--- config.mk ---
export PLATFORM = sky130hd
export DESIGN_NAME = cic_decimator
export DESIGN_NICKNAME = d
export VERILOG_FILES = /design/src/rtl/cic_pkg.sv /design/src/rtl/cic_integrator.sv /design/src/rtl/cic_decimator.sv
export SDC_FILE = /design/constraint.sdc
export NUM_CORES = 1
export LEC_CHECK = 0
export CAP_MARGIN = 0
export CORE_MARGIN = 4
export CORE_UTILIZATION = 65
export DETAILED_ROUTE_END_ITERATION = 16
export GPL_TIMING_DRIVEN = 0
export PLACE_DENSITY = 0.83
export SYNTH_ARGS = -nofsm -noshare
export SYNTH_HDL_FRONTEND = slang
export SYNTH_HIERARCHICAL = 1
export SYNTH_SLANG_ARGS = --single-unit
--- constraint.sdc ---
create_clock -name CLK_24M -period 17.5 [get_ports CLK_24M]
set_clock_uncertainty 0.15 [all_clocks]
set_input_delay 4.375 -clock CLK_24M [delete_from_list [all_inputs] [get_ports CLK_24M]]
set_output_delay 4.375 -clock CLK_24M [all_outputs]
set_load 0.005 [all_outputs]
--- src/rtl/cic_pkg.sv ---
// cic_pkg: shared constants, output-width helper and default sample type for the CIC decimator.
package cic_pkg;
   localparam int CIC_ORDER = 3;
   localparam int CIC_DEF_OUT_W = 18;
   function automatic int cic_out_w(input int in_w, input int decim);
      return in_w + CIC_ORDER * $clog2(decim);
   endfunction
   typedef logic signed [CIC_DEF_OUT_W-1:0] cic_sample_t;
endpackage

--- src/rtl/cic_integrator.sv ---
// cic_integrator: enabled modular accumulator; wrap-around is intended and never saturates.
module cic_integrator
   import cic_pkg::*;
#(
   parameter int W = CIC_DEF_OUT_W
) (
   input  logic         clk,
   input  logic         rst,
   input  logic         en_i,
   input  logic [W-1:0] in_i,
   output logic [W-1:0] acc_o
);
   logic [W-1:0] acc_q, acc_d;
   always_comb acc_d = acc_q + in_i;
   always_ff @(posedge clk) begin
      if (rst) acc_q <= '0;
      else if (en_i) acc_q <= acc_d;
   end
   assign acc_o = acc_q;
endmodule

--- src/rtl/cic_decimator.sv ---
// cic_decimator: third-order CIC, decimate by DECIM, full-precision result behind valid/ready.
module cic_decimator
   import cic_pkg::*;
#(
   parameter int DECIM = 8,
   parameter int IN_W  = 9,
   parameter int OUT_W = cic_out_w(IN_W, DECIM)
) (
   input  logic                    CLK_24M,
   input  logic                    reset,
   input  logic                    enable_3M,
   input  logic signed [IN_W-1:0]  in_data,
   output logic signed [OUT_W-1:0] out_data,
   output logic                    out_valid,
   input  logic                    out_ready,
   output logic                    overrun
);
   localparam int PW = $clog2(DECIM);
   logic [PW-1:0] ph_q, ph_d;
   logic dec_q;
   logic [OUT_W-1:0] x, in2, in3, acc1, acc2, acc3;
   logic [OUT_W-1:0] c1, c2, c3, d1_q, d2_q, d3_q;
   // Each stage is fed the sum it would see after the previous stage updates, so
   // the cascade adds no sample delay and result m lands exactly on y[DECIM*m-1].
   always_comb begin
      x = OUT_W'(in_data);
      in2 = x + acc1;
      in3 = in2 + acc2;
      ph_d = ph_q + 1'b1;
      c1 = acc3 - d1_q;
      c2 = c1 - d2_q;
      c3 = c2 - d3_q;
   end
   cic_integrator #(.W(OUT_W)) u_int1 (.clk(CLK_24M), .rst(reset), .en_i(enable_3M), .in_i(x),   .acc_o(acc1));
   cic_integrator #(.W(OUT_W)) u_int2 (.clk(CLK_24M), .rst(reset), .en_i(enable_3M), .in_i(in2), .acc_o(acc2));
   cic_integrator #(.W(OUT_W)) u_int3 (.clk(CLK_24M), .rst(reset), .en_i(enable_3M), .in_i(in3), .acc_o(acc3));
   always_ff @(posedge CLK_24M) begin
      if (reset) begin
         ph_q <= '0;
         dec_q <= 1'b0;
         d1_q <= '0;
         d2_q <= '0;
         d3_q <= '0;
         out_data <= '0;
         out_valid <= 1'b0;
         overrun <= 1'b0;
      end else begin
         dec_q <= enable_3M && (ph_q == PW'(DECIM - 1));
         if (enable_3M) ph_q <= ph_d;
         if (dec_q) begin
            d1_q <= acc3;
            d2_q <= c1;
            d3_q <= c2;
            out_data <= c3;
         end
         out_valid <= dec_q | (out_valid & ~out_ready);
         overrun <= overrun | (dec_q & out_valid & ~out_ready);
      end
   end
endmodule
# Yosys cells after proc, flatten, opt, wreduce, memory -nomap -nowiden
# Cells that the tools add are included.
[totals]
ff_bits = 132
in_bits = 13
output_inout_bits = 20
wordCells = 26
[classes]
add_sub_neg = 7
eq_ne = 1
bitwise = 6
n_reduce_logical = 1
[ops]
columns = ["op", "count"]
rows = [
  ["adder 18 bit", 3],
  ["subtractor 18 bit", 3],
  ["adder 3 x 1 -> 3 bit (second input constant)", 1],
  ["bitwise AND 1 bit", 3],
  ["== test 3 bit (second input constant)", 1],
  ["bitwise OR 1 bit", 2],
  ["logical AND 1 bit", 1],
  ["inverter 1 bit", 1],
]

# Depth between registers and ports, before layout
[logic_depth]
word_depth = 3
ltp_mapped = 29
ltp_nobuf = 29

# Modules after synthesis
# The synthesis kept the hierarchy.
[by_module_without_submodules]
columns = ["mod", "n_inst", "cells_each", "area_per_inst_um2", "seq_area_each_um2"]
rows = [
  ["cic_decimator", 1, 781, 6483.7, 1561.5],
  ["cic_integrator at u_int1 ...", 2, 185, 1547.7, 360.3],
  ["cic_integrator at u_int3", 1, 201, 1591.5, 360.3],
]

# Worst setup path before layout
# Ideal clock, no wire load.
[synth_path]
path_kind = "input to register"
start = "input in_data[0]"
end = "register u_int3.acc_q[17] (netlist: u_int3/acc_o[17])"
setup_time_ns = 0.121
arrival_ns = 9.004
required_time_ns = 17.229
slack_ns = 8.225
stages = 23
n_path_buf = 0
path_cell_list = "ha_1 -> fa_1 -> a21o_1 -> a21o_1 -> a21oi_1 -> o21ai_1 -> a41o_1 -> o41ai_2 -> xnor2_1 -> ha_1 -> or2_2 -> a21oi_1 -> a21oi_1 -> a21o_1 -> a21oi_1 -> xnor2_1 -> ha_1 -> a21o_1 -> a31o_1 -> mux2_1 -> nand2_1 -> a211o_1 -> mux2_4"
[synth_between]
elab_chain_len = 3
[synth_rtl]
columns = ["element", "line", "source"]
rows = [
  ["start: declaration", "cic_decimator.sv:12", "input logic signed [IN_W-1:0] in_data,"],
  ["adder 18 bit", "cic_decimator.sv:27", "in2 = x + acc1;"],
  ["net in2[12]", "cic_decimator.sv:21", "logic [OUT_W-1:0] x, in2, in3, acc1, acc2, acc3;"],
  ["adder 18 bit", "cic_decimator.sv:28", "in3 = in2 + acc2;"],
  ["net in3[16]", "cic_decimator.sv:21", ""],
  ["adder 18 bit", "cic_integrator.sv:14", "always_comb acc_d = acc_q + in_i;"],
  ["end signal: assignment", "cic_integrator.sv:16", "if (rst) acc_q <= '0;"],
  ["end signal: assignment", "cic_integrator.sv:17", "else if (en_i) acc_q <= acc_d;"],
  ["end: declaration", "cic_integrator.sv:13", "logic [W-1:0] acc_q, acc_d;"],
]
# The timed path passes the listed nets, and every way through them passes these cells.
# A chain may end at the register's enable or synchronous reset.

# Final worst setup path
[layout_path]
start = "input in_data[1]"
end = "register u_int3.acc_q[17] (netlist: u_int3/acc_o[17])"
# The elaborated chain is that of the path after synthesis.

==> impl_metrics.prom <==
# TYPE chip_impl_metric gauge
chip_impl_info{name="critical_path.endpoint_type",value="flip-flop"} 1
chip_impl_info{name="tritoncts",value="built"} 1
chip_impl_metric{name="critPathMaxFanout",unit=""} 5
chip_impl_metric{name="synth_enable_flop_cells",unit=""} 0
chip_impl_metric{name="cts-hold-fix-buffers",unit=""} 0
chip_impl_info{name="outcome",value="finished, final reports clean"} 1
chip_impl_metric{name="min_period_over_period",unit="%"} 56.9
chip_impl_metric{name="layout.cells.non_filler",unit=""} 1636
chip_impl_metric{name="clkTransAtPathRegs",unit="ps"} 60
chip_impl_metric{name="pin_count_of_the_biggest_net_entering_global_routing",unit=""} 23
chip_impl_metric{name="required",unit="ps"} 17670
chip_impl_metric{name="report.final.setup_viol",unit=""} 0
chip_impl_metric{name="fp.dieArea",unit="µm²"} 19300
chip_impl_metric{name="hpwl",unit="mm"} 19.6
chip_impl_metric{name="coreArea",unit="µm²"} 16700
chip_impl_metric{name="ctsLongestPathBuffers",unit=""} 2
chip_impl_metric{name="syn_area_per_cell",unit="µm²"} 8.26
chip_impl_metric{name="maxCapViolCount",unit=""} 0
chip_impl_metric{name="synth-compound-area-share",unit="%"} 20.2
chip_impl_metric{name="route.detailed.vias_per_inst",unit=""} 6.02
chip_impl_metric{name="starting_density_of_the_core",unit="%"} 66.9
chip_impl_metric{name="fmax",unit="MHz"} 100
chip_impl_metric{name="die_w",unit="µm"} 139
chip_impl_metric{name="ys_warn_count",unit=""} 6
chip_impl_info{name="cts-root-buf",value="sky130_fd_sc_hd__clkbuf_16"} 1
chip_impl_info{name="rsz0062_at_grt",value="false"} 1
chip_impl_metric{name="yosys.area_share.adder",unit="%"} 16.9
chip_impl_metric{name="ant_nets",unit=""} 0
chip_impl_info{name="timing.critical_path.from_type",value="input port"} 1
chip_impl_metric{name="area_growth",unit="%"} 10.8
chip_impl_metric{name="finish.instance_area",unit="µm²"} 12400
chip_impl_metric{name="buffer_ports.inserted",unit=""} 32
chip_impl_metric{name="first_global_vias",unit=""} 9699
chip_impl_metric{name="first_iter_violations",unit=""} 499
chip_impl_info{name="most_used_flip_flop_cell_after_synthesis",value="sky130_fd_sc_hd__dfxtp_1"} 1
chip_impl_info{name="dominant_combinational_cell_family_by_area_after_synthesis",value="compound AO/OA/AOI/OAI gates"} 1
chip_impl_metric{name="vias",unit=""} 9853
chip_impl_metric{name="synth_area",unit="µm²"} 11200
chip_impl_metric{name="timing.final.max_slew_violations",unit=""} 0
chip_impl_metric{name="syn-num-nets",unit=""} 1511
chip_impl_metric{name="critical_path_arrival",unit="ps"} 10120
chip_impl_metric{name="total_wire_length",unit="mm"} 26.2
chip_impl_metric{name="cts.repair.resized",unit=""} 0
chip_impl_info{name="post_synth_main_area_contributors",value="sky130_fd_sc_hd__dfxtp_1 24%, sky130_fd_sc_hd__ha_1 15%, sky130_fd_sc_hd__mux2i_1 7.2%, sky130_fd_sc_hd__xnor2_1 5.6%, sky130_fd_sc_hd__nor2_1 5.6%"} 1
chip_impl_metric{name="gr-usage-all-layers",unit="%"} 26.9
chip_impl_metric{name="finalHoldViolations",unit=""} 0
chip_impl_metric{name="grt_antenna_before_repair",unit=""} 0
chip_impl_metric{name="first_pass_iters",unit=""} 7
chip_impl_metric{name="worst_pin_slew",unit="ps"} 949
chip_impl_metric{name="htreeDepth",unit=""} 4
chip_impl_metric{name="global_route.overflow_total",unit=""} 0
chip_impl_metric{name="synth_xor_xnor_area_share",unit="%"} 8.41
chip_impl_metric{name="tritoncts.num_buffers",unit=""} 17
chip_impl_info{name="min-delay-path-class",value="reg2reg"} 1
chip_impl_metric{name="fp-row-count",unit=""} 47
chip_impl_metric{name="post-synth-top-area-fraction",unit="%"} 23.7
chip_impl_info{name="critical_path_class",value="in2reg"} 1
chip_impl_metric{name="yosys.area_share.simple",unit="%"} 18.6
chip_impl_metric{name="postSynth.asyncResetShare",unit="%"} 0
chip_impl_metric{name="place_inst",unit=""} 1604
chip_impl_metric{name="antenna-diode-count",unit=""} 0
chip_impl_metric{name="die_h",unit="µm"} 139
chip_impl_metric{name="num_io_pins",unit=""} 33
chip_impl_metric{name="r2r_slack",unit="ps"} 11610
chip_impl_metric{name="global_route_wire_length_before_repair",unit="mm"} 44.2
chip_impl_metric{name="drive_above_1_share",unit="%"} 5.51
chip_impl_metric{name="postCtsSetupBuffers",unit=""} 0
chip_impl_metric{name="average_routed_wire_per_standard_cell",unit="µm"} 16.0
chip_impl_metric{name="finish.net_count",unit=""} 1562
chip_impl_metric{name="syn_inst",unit=""} 1352
chip_impl_metric{name="post-route-drc-count",unit=""} 0
chip_impl_metric{name="synth_mux_area_share",unit="%"} 7.71
chip_impl_metric{name="cell_area_placed",unit="µm²"} 11800
chip_impl_metric{name="maxSlewHeadroom",unit="%"} 36.5
chip_impl_metric{name="synth_cell_type_count",unit=""} 84
chip_impl_metric{name="place_congestion",unit=""} 0.893
chip_impl_metric{name="fin_setup_tns",unit="ps"} 0
chip_impl_metric{name="final_design_utilization",unit="%"} 74.1
chip_impl_metric{name="cts_num_sinks",unit=""} 132
chip_impl_metric{name="timing.final.crit_period",unit="ps"} 9950
chip_impl_metric{name="number_of_storage_elements_in_the_synthesis_netlist",unit=""} 132
chip_impl_info{name="yosysTopAreaCell",value="sky130_fd_sc_hd__dfxtp_1"} 1
chip_impl_metric{name="clk_latency",unit="ps"} 430
chip_impl_metric{name="seq_area_frac_synth",unit="%"} 23.7
==> metrics by stage <==
stage	setup WS, ps	hold WS, ps
after floorplan	8220	295
after detailed placement	7160	316
after CTS	7580	331
after global routing	7260	354
after global placement	7240	299
final	7550	332
==> placed cells by master, fill, tap and decap left out, types with 9 or more instances in the layout <==
| cell type | n |
|---|---|
| sky130_fd_sc_hd__nor2_1 | 167 |
| sky130_fd_sc_hd__ha_1 | 138 |
| sky130_fd_sc_hd__dfxtp_1 | 132 |
| sky130_fd_sc_hd__a21oi_1 | 101 |
| sky130_fd_sc_hd__inv_1 | 90 |
| sky130_fd_sc_hd__nand2_1 | 81 |
| sky130_fd_sc_hd__mux2i_1 | 80 |
| sky130_fd_sc_hd__xnor2_1 | 72 |
| sky130_fd_sc_hd__o21ai_0 | 40 |
| sky130_fd_sc_hd__a21o_1 | 36 |
| sky130_fd_sc_hd__clkdlybuf4s50_1 | 32 |
| sky130_fd_sc_hd__xor2_1 | 29 |
| sky130_fd_sc_hd__nor3_1 | 26 |
| sky130_fd_sc_hd__nor2b_1 | 24 |
| sky130_fd_sc_hd__clkbuf_1 | 23 |
| sky130_fd_sc_hd__o21a_1 | 21 |
| sky130_fd_sc_hd__nand3_1 | 17 |
| sky130_fd_sc_hd__clkbuf_16 | 17 |
| sky130_fd_sc_hd__nand2b_1 | 16 |
| sky130_fd_sc_hd__o21ai_1 | 14 |
| sky130_fd_sc_hd__nand4_1 | 14 |
| sky130_fd_sc_hd__a211oi_1 | 14 |
| sky130_fd_sc_hd__and3_1 | 13 |
| sky130_fd_sc_hd__a31oi_1 | 11 |
| sky130_fd_sc_hd__buf_1 | 10 |
| sky130_fd_sc_hd__nand3b_1 | 9 |
| sky130_fd_sc_hd__nor3b_1 | 9 |
==> cells in the mapped netlist, drive strengths merged, types with 17 or more instances <==
library cell / n
nor2: 170
ha: 138
dfxtp: 132
a21oi: 104
inv: 90
nand2: 81
mux2i: 80
xnor2: 74
o21ai: 58
a21o: 36
xor2: 29
nor3: 28
nor2b: 24
clkbuf: 23
o21a: 21
a211oi: 17
nand3: 17
==> layer usage <==
layer / global-route usage, % / routed length, µm
met5: 0 / 0
met4: 13.0 / 1050
met3: 3.90 / 1090
met2: 48.8 / 13100
met1: 30.9 / 11000
==> cell families after synthesis <==
family,after synthesis
buffers and inverters,130
XOR/XNOR,104
adder cells (fa/ha/maj),146
AND/OR/NAND/NOR,425
AO/OA/AOI/OAI,330
flip-flops,132
multiplexers,85
==> final timing paths <==
path | startpoint | end | cells after the start
setup / recovery | in_data[1] | u_int3/acc_o[17] | 25
hold / removal | d3_q[13] | d3_q[13] | 2
setup reg to reg | u_int1/acc_o[1] | u_int3/acc_o[17] | 24
hold reg to reg | d3_q[13] | d3_q[13] | 2
==> flip-flops by register name (all words and copies together), names as in the netlist <==
name	count
dec_q	1
ph_q	3
d2_q	18
d1_q	18
u_int2/acc_o	18
u_int3/acc_o	18
out_data	18
d3_q	18
out_valid	1
overrun	1
u_int1/acc_o	18
==> worst max-delay path, stage by stage <==
cell	delay, ps
sky130_fd_sc_hd__clkdlybuf4s50_1	500
sky130_fd_sc_hd__ha_1	340
sky130_fd_sc_hd__a21o_1	170
sky130_fd_sc_hd__a21oi_2	170
sky130_fd_sc_hd__nor2b_1	80
sky130_fd_sc_hd__or4b_1	530
sky130_fd_sc_hd__a31o_1	260
sky130_fd_sc_hd__or3_1	310
sky130_fd_sc_hd__a21oi_1	160
sky130_fd_sc_hd__xnor2_1	220
sky130_fd_sc_hd__ha_1	360
sky130_fd_sc_hd__nand2_1	100
sky130_fd_sc_hd__o21ai_0	80
sky130_fd_sc_hd__a41oi_1	220
sky130_fd_sc_hd__a21oi_1	140
sky130_fd_sc_hd__a21o_1	210
sky130_fd_sc_hd__a21oi_1	170
sky130_fd_sc_hd__xnor2_1	150
sky130_fd_sc_hd__ha_1	310
sky130_fd_sc_hd__a21o_1	200
sky130_fd_sc_hd__a31o_1	200
sky130_fd_sc_hd__a211oi_1	240
sky130_fd_sc_hd__and3_1	180
sky130_fd_sc_hd__a211o_1	130
sky130_fd_sc_hd__mux2_4	300
==> cell type report <==
type                    instances  area [µm²]
inverters                      91         342
fillers                      1250        4320
flip-flops and latches        132        2640
clock inverters                12         144
plain buffers                  39         164
repair buffers                 32         320
multi-input cells            1090        8020
well taps                     220         275
clock buffers                  20         467
Power is left out: the tool's default activity adds up to more than one toggle a clock period on the data nets, which glitch-free logic cannot reach.
